--- src/rtl/vx_gpu_pkg.sv ---
// Shared commit/writeback record types and execution-unit source indices.
// Latency: n/a (types and constants only).
// Backpressure: n/a.
package vx_gpu_pkg;

  localparam int NUM_THREADS = 4;
  localparam int XLEN        = 32;
  localparam int NW_BITS     = 2;
  localparam int NR_BITS     = 6;
  localparam int UUID_WIDTH  = 44;

  // Commit source indices within one issue slot
  localparam int EX_ALU = 0;
  localparam int EX_LSU = 1;
  localparam int EX_FPU = 2;
  localparam int EX_SFU = 3;
  localparam int EX_NUM = 4;

  typedef struct packed {
    logic [UUID_WIDTH-1:0]                uuid;
    logic [NW_BITS-1:0]                   wid;
    logic [NUM_THREADS-1:0]               tmask;
    logic [XLEN-1:0]                      pc;
    logic                                 wb;
    logic [NR_BITS-1:0]                   rd;
    logic [NUM_THREADS-1:0][XLEN-1:0]     data;
    logic                                 eop;
  } commit_t;

  typedef struct packed {
    logic [UUID_WIDTH-1:0]                uuid;
    logic [NW_BITS-1:0]                   wid;
    logic [NUM_THREADS-1:0]               tmask;
    logic [XLEN-1:0]                      pc;
    logic [NR_BITS-1:0]                   rd;
    logic [NUM_THREADS-1:0][XLEN-1:0]     data;
    logic                                 eop;
  } writeback_t;

  localparam int CW = $bits(commit_t);
  localparam int WW = $bits(writeback_t);

  typedef enum logic {
    ST_IDLE   = 1'b0,
    ST_LOCKED = 1'b1
  } lock_state_e;

  // Drop the wb flag; every other field is forwarded untouched (tmask=0 included)
  function automatic writeback_t commit_to_wb(input commit_t c);
    writeback_t w;
    w.uuid  = c.uuid;
    w.wid   = c.wid;
    w.tmask = c.tmask;
    w.pc    = c.pc;
    w.rd    = c.rd;
    w.data  = c.data;
    w.eop   = c.eop;
    return w;
  endfunction

endpackage

--- src/rtl/vx_commit_rr_arb.sv ---
// Round-robin picker: first requester at or after ptr, or the locked source only.
// Latency: combinational.
// Backpressure: none; grant is one-hot or zero.
module vx_commit_rr_arb #(
  parameter int NUM_SRC = 4,
  localparam int IW = $clog2(NUM_SRC)
) (
  input  logic [NUM_SRC-1:0] req,
  input  logic [IW-1:0]      ptr,
  input  logic               lock,
  input  logic [IW-1:0]      lock_idx,
  output logic [NUM_SRC-1:0] grant,
  output logic [IW-1:0]      grant_idx,
  output logic               grant_vld
);

  logic [IW-1:0] cand;

  // Locked: only the packet owner may be granted; otherwise rotate from ptr
  always_comb begin
    grant     = '0;
    grant_idx = '0;
    grant_vld = 1'b0;
    cand      = '0;
    if (lock) begin
      if (req[lock_idx]) begin
        grant_idx = lock_idx;
        grant_vld = 1'b1;
      end
    end else begin
      for (int i = 0; i < NUM_SRC; i++) begin
        cand = IW'((int'(ptr) + i) % NUM_SRC);
        if (!grant_vld && req[cand]) begin
          grant_idx = cand;
          grant_vld = 1'b1;
        end
      end
    end
    if (grant_vld) grant[grant_idx] = 1'b1;
  end

endmodule

--- src/rtl/vx_commit_arbiter.sv ---
// Merges per-unit commit streams of one issue slot into one writeback stream; counts retires.
// Latency: 1 cycle from grant to wb_valid/wb_data.
// Backpressure: sources held by commit_ready (one-hot); writeback side has none.
module vx_commit_arbiter
  import vx_gpu_pkg::*;
#(
  parameter int NUM_SRC  = EX_NUM,
  parameter int CTR_BITS = 44
) (
  input  logic                    clk,
  input  logic                    reset,
  input  logic [NUM_SRC-1:0]      commit_valid,
  output logic [NUM_SRC-1:0]      commit_ready,
  input  logic [NUM_SRC*CW-1:0]   commit_data,
  output logic                    wb_valid,
  output logic [WW-1:0]           wb_data,
  output logic [CTR_BITS-1:0]     retired_cnt
);

  localparam int IW = $clog2(NUM_SRC);

  commit_t           src [NUM_SRC];
  commit_t           sel;
  logic [NUM_SRC-1:0] arb_grant;
  logic              arb_vld;
  logic              grant_vld;
  logic [IW-1:0]     grant_idx;
  logic [IW-1:0]     ptr;
  logic [IW-1:0]     lock_idx;
  logic              lock;
  lock_state_e       state;
  lock_state_e       state_nxt;

  for (genvar i = 0; i < NUM_SRC; i++) begin : g_unpack
    assign src[i] = commit_t'(commit_data[i*CW +: CW]);
  end

  vx_commit_rr_arb #(
    .NUM_SRC (NUM_SRC)
  ) u_arb (
    .req       (commit_valid),
    .ptr       (ptr),
    .lock      (lock),
    .lock_idx  (lock_idx),
    .grant     (arb_grant),
    .grant_idx (grant_idx),
    .grant_vld (arb_vld)
  );

  // Nothing is accepted while reset is held, so sources never see a handshake that gets lost
  assign commit_ready = reset ? arb_grant : '0;
  assign grant_vld    = arb_vld & reset;
  assign sel          = src[grant_idx];

  // Lock state register
  always_ff @(posedge clk or negedge reset) begin
    if (!reset) state <= ST_IDLE;
    else        state <= state_nxt;
  end

  // Enter lock on a non-final beat, leave it when the final beat is accepted
  always_comb begin
    state_nxt = state;
    case (state)
      ST_IDLE:   if (grant_vld && !sel.eop) state_nxt = ST_LOCKED;
      ST_LOCKED: if (grant_vld &&  sel.eop) state_nxt = ST_IDLE;
      default:   state_nxt = ST_IDLE;
    endcase
  end

  // Arbiter restriction driven by the lock state
  always_comb begin
    lock = (state == ST_LOCKED);
  end

  // Rotation pointer moves past each granted source; lock owner is the last granted source
  always_ff @(posedge clk or negedge reset) begin
    if (!reset) begin
      ptr      <= '0;
      lock_idx <= '0;
    end else if (grant_vld) begin
      ptr      <= (grant_idx == IW'(NUM_SRC - 1)) ? '0 : grant_idx + 1'b1;
      lock_idx <= grant_idx;
    end
  end

  // Writeback register: data only updates on a writing commit, otherwise holds
  always_ff @(posedge clk or negedge reset) begin
    if (!reset) begin
      wb_valid <= 1'b0;
      wb_data  <= '0;
    end else begin
      wb_valid <= grant_vld & sel.wb;
      if (grant_vld && sel.wb) wb_data <= commit_to_wb(sel);
    end
  end

  // Retire counter: one per accepted final beat, wraps naturally
  always_ff @(posedge clk or negedge reset) begin
    if (!reset)                  retired_cnt <= '0;
    else if (grant_vld && sel.eop) retired_cnt <= retired_cnt + CTR_BITS'(1);
  end

endmodule

--- config.mk ---
export PLATFORM = sky130hd
export DESIGN_NAME = vx_commit_arbiter
export DESIGN_NICKNAME = d
export VERILOG_FILES = /design/src/rtl/vx_gpu_pkg.sv /design/src/rtl/vx_commit_rr_arb.sv /design/src/rtl/vx_commit_arbiter.sv
export SDC_FILE = /design/constraint.sdc
export NUM_CORES = 1
export LEC_CHECK = 0
export BUFFER_PORTS_ARGS = -buffer_cell sky130_fd_sc_hd__clkbuf_2
export CAP_MARGIN = 20
export CORE_AREA = 8 8 436 438
export DETAILED_ROUTE_END_ITERATION = 10
export DIE_AREA = 0 0 444 446
export PLACE_DENSITY = 0.3
export SLEW_MARGIN = 10
export SYNTH_ARGS = -nofsm -noshare
export SYNTH_HDL_FRONTEND = slang
export SYNTH_SLANG_ARGS = --single-unit
--- constraint.sdc ---
create_clock -name clk -period 5.72 [get_ports clk]
set_input_delay 0.572 -clock clk [delete_from_list [all_inputs] [get_ports clk]]
set_output_delay 0.572 -clock clk [all_outputs]
set_load 0.005 [all_outputs]
==> impl_metrics.yaml <==
status:
  status: "finished clean"
cells_and_area:
  fillCellCount: 20840
  nets: 3443
  drive_gt1_share_pct: 52.72
  syn2layout_area_growth_pct: 56.57
placement:
  place_congestion: 0.8920
  place_ws_ns: 1.434
  port_buffers: 1143
  place_hpwl_um: 97730
floorplan:
  die_w_um: 444
  initial_core_util_pct: 9.567
  design.portCount: 1144
  core_area_um2: 183700
  dieHeight_um: 446
  row_count: 158
  die_area_um2: 198000
clock_network:
  ctsHtreeMaxLevel: 2
  clk_pin_slew_ns: 0.06
  clkSinkCount: 267
  clkLatencyLatePin_ns: 0.59
  cts-root-buf: "clkbuf_16"
  cts_setup_buffers: 0
  cts-buffers-inserted: 39
  cts_resized: 0
  cts_tree: "done"
  clock_path_buffers: 3
detailed_routing:
  drt-initial-drc-count: 661
  drtAntennaViolNets: 0
  route.detailed.drc: 0
  drt_first_pass_iters: 5
  vias_per_cell: 3.209
  routedWlPerCell_um: 22.75
  drt-total-wl_um: 113800
  dr_total_vias: 16050
power:
  p_int_uw: 8240
  seq_power_share_pct: 23.3
  p_per_area_nw_per_um2: 532.7
  p_leak_uw: 0.01297
  peakVddDrop_uv: 400.1
  p_switching_uw: 6414
  combPwrFrac_pct: 59.1
  pwr-share-clk_pct: 17.6
  power_switching_share_pct: 43.77
sta:
  clock_skew_ns: 0.01255
  max_slew_margin_pct: 31.52
  slew_viol_final: 0
  rsz0062_at_grt: "no"
  tightest_slew_ns: 1.027
  layout_setup_ws_ns: 1.603
  hold_violations: 0
  setup_tns_ns: 0
  finalSetupViolations: 0
  fin_crit_ns: 4.117
  clock.fmax_mhz: 242.9
  fin_crit_sh_pct: 71.98
global_route:
  grt_max_degree: 115
  grt.overflow.total: 0
  antenna_found_initial: 23
  track_usage_pct: 10.83
  grt_pass1_wl_um: 151900
  grt_pass1_vias: 17660
synthesis:
  synth_seq_cells: 267
  synth_area_leaders: "dfrtp_1, mux2i_1, mux2_2, mux2_1, buf_2"
  synthArstFlopShare_pct: 100.0
  yosysWarnings: 0
  synth_cells: 1452
  post-synth-top-area-cell: "dfrtp_1"
  ys_types: 51
  syn_nets: 2332
  avgSynthCellArea_um2: 12.10
  yosysSeqAreaShare_pct: 38.03
  synthesis.area_um2: 17570
  ys.flop_type: "dfrtp_1"
  synth_edf_count: 0
  synth_top_area_share_pct: 38.03
worst_setup_path:
  start_kind: "register"
  crit_fanout: 48
  path_class: "register to output pin"
  arrival_ns: 3.55
  timing.reg2reg.setup_slack_ns: 1.92
  required_ns: 5.15
  cp-end-kind: "output pin"
flow_run:
  cap_violations: 0
worst_hold_path:
  hp-class: "primary input to register"
through the flow:
step	hold WS (ns)	util [%]	std cells	total power, uW	instance area (um2)
2_1_floorplan	0.2764	-	1452	8511	17570
3_3_place_gp	0.4675	14.22	4920	12430	26120
3_5_place_dp	0.4764	14.22	4921	12440	26120
4_1_cts	0.3094	14.97	4993	15180	27490
5_1_grt	0.3533	14.97	4999	15720	27500
6_report	0.3910	14.98	5002	14650	27510
placed cells by master (no fill, tap or decap), types with 3 or more instances in the layout:
cell type	netlist	final
mux2_2	121	121
nand4_1	7	7
clkbuf_1	7	9
clkbuf_16	0	39
a21oi_1	5	5
nand3_1	22	22
and3_1	6	6
nor3_1	14	14
buf_4	10	24
mux2i_1	654	654
inv_1	16	16
clkinv_2	0	3
xor2_1	23	23
o21ai_0	3	3
xnor2_1	20	20
clkbuf_8	0	13
buf_12	0	8
diode_2	0	9
nor2_1	11	11
nand2_1	23	23
nor4_1	14	14
dfrtp_1	267	267
clkbuf_2	1	1142
mux2_1	97	97
bufinv_16	0	3
final cells by class:
type                       instances  area [um2]  area share (%)
clock buffer                      61        1189           4.321
tap                             2400        3003           10.92
clock inverter                    10       162.7          0.5913
timing repair buffer            1176        6081           22.11
antenna                            9       22.52         0.08187
sequential                       267        6681           24.29
multi-input combinational       1062       10300           37.46
inverter                          17       63.81          0.2320
cells in the mapped netlist, types with 2 or more instances:
master / instances
mux2i_1: 654
dfrtp_1: 267
mux2_2: 121
mux2_1: 97
buf_2: 87
nand2_1: 23
xor2_1: 23
nand3_1: 22
xnor2_1: 20
inv_1: 16
nor3_1: 14
nor4_1: 14
nor2_1: 11
buf_4: 10
clkbuf_1: 7
nand4_1: 7
and3_1: 6
a21oi_1: 5
o21ai_0: 3
a2111oi_0: 2
a211o_1: 2
a22o_1: 2
and2_1: 2
and4_1: 2
ha_1: 2
nand2b_1: 2
nor4b_1: 2
o211ai_1: 2
o21a_1: 2
o221ai_1: 2
o311ai_0: 2
or3_1: 2
power by group through the flow:
| stage | Sequential (uW) | Clock [uW] | Combinational [uW] |
|---|---|---|---|
| after floorplan | 3290 | 0 | 5220 |
| after global placement | 3460 | 0 | 8980 |
| after detailed placement | 3450 | 0 | 8990 |
| after CTS | 3430 | 2740 | 9000 |
| after global routing | 3530 | 2810 | 9380 |
| final | 3410 | 2580 | 8670 |
what timing repair did:
action | in CTS | in global routing
hold endpoints to repair | 27 | 0
endpoints found under the setup margin | 0 | 0
hold buffers | 1 | 0
critical path, stage by stage, from the launching register on:
cell,delay (ns)
dfrtp_1,0.53
and4b_1,0.24
a31oi_1,0.05
o41a_1,0.46
nand2_8,0.36
buf_12,0.31
buf_4,0.69
nor2_1,0.11
clkbuf_2,0.16
final timing paths:
path                       cells after the start               to             from
min in group asynchronous                      2      wb_data[15]            reset
max in group asynchronous                      4     wb_data[190]            reset
min                                            4      wb_data[76]  commit_data[76]
max                                            8  commit_ready[0]           ptr[1]
max reg2reg                                    8     wb_data[147]           ptr[1]
min reg2reg                                    1  retired_cnt[43]  retired_cnt[43]
flip-flops by register name (all words and copies together) (netlist names), named ones only:
signal / flops
lock_idx: 2
ptr: 2
retired_cnt: 44
wb_data: 217
wb_valid: 1
kinds of logic after synthesis:
| family | Yosys count | synth area share (%) |
|---|---|---|
| fa+ha+maj | 2 | 0.1424 |
| simple gates | 112 | 3.369 |
| compound gates | 33 | 1.574 |
| flops | 267 | 38.03 |
| buf+inv | 123 | 3.511 |
| xor+xnor | 43 | 2.144 |
| mux | 872 | 51.23 |
metal layers:
layer	vias to the layer above	part of all wire, %	track usage (%)
met4	6	2.7	3.081
met5	-	0.033	0
met1	7679	39	12.32
li1	7634	-	-
met2	629	50	19.10
met3	105	7.7	3.877
(Power assumes the default switching activity.)
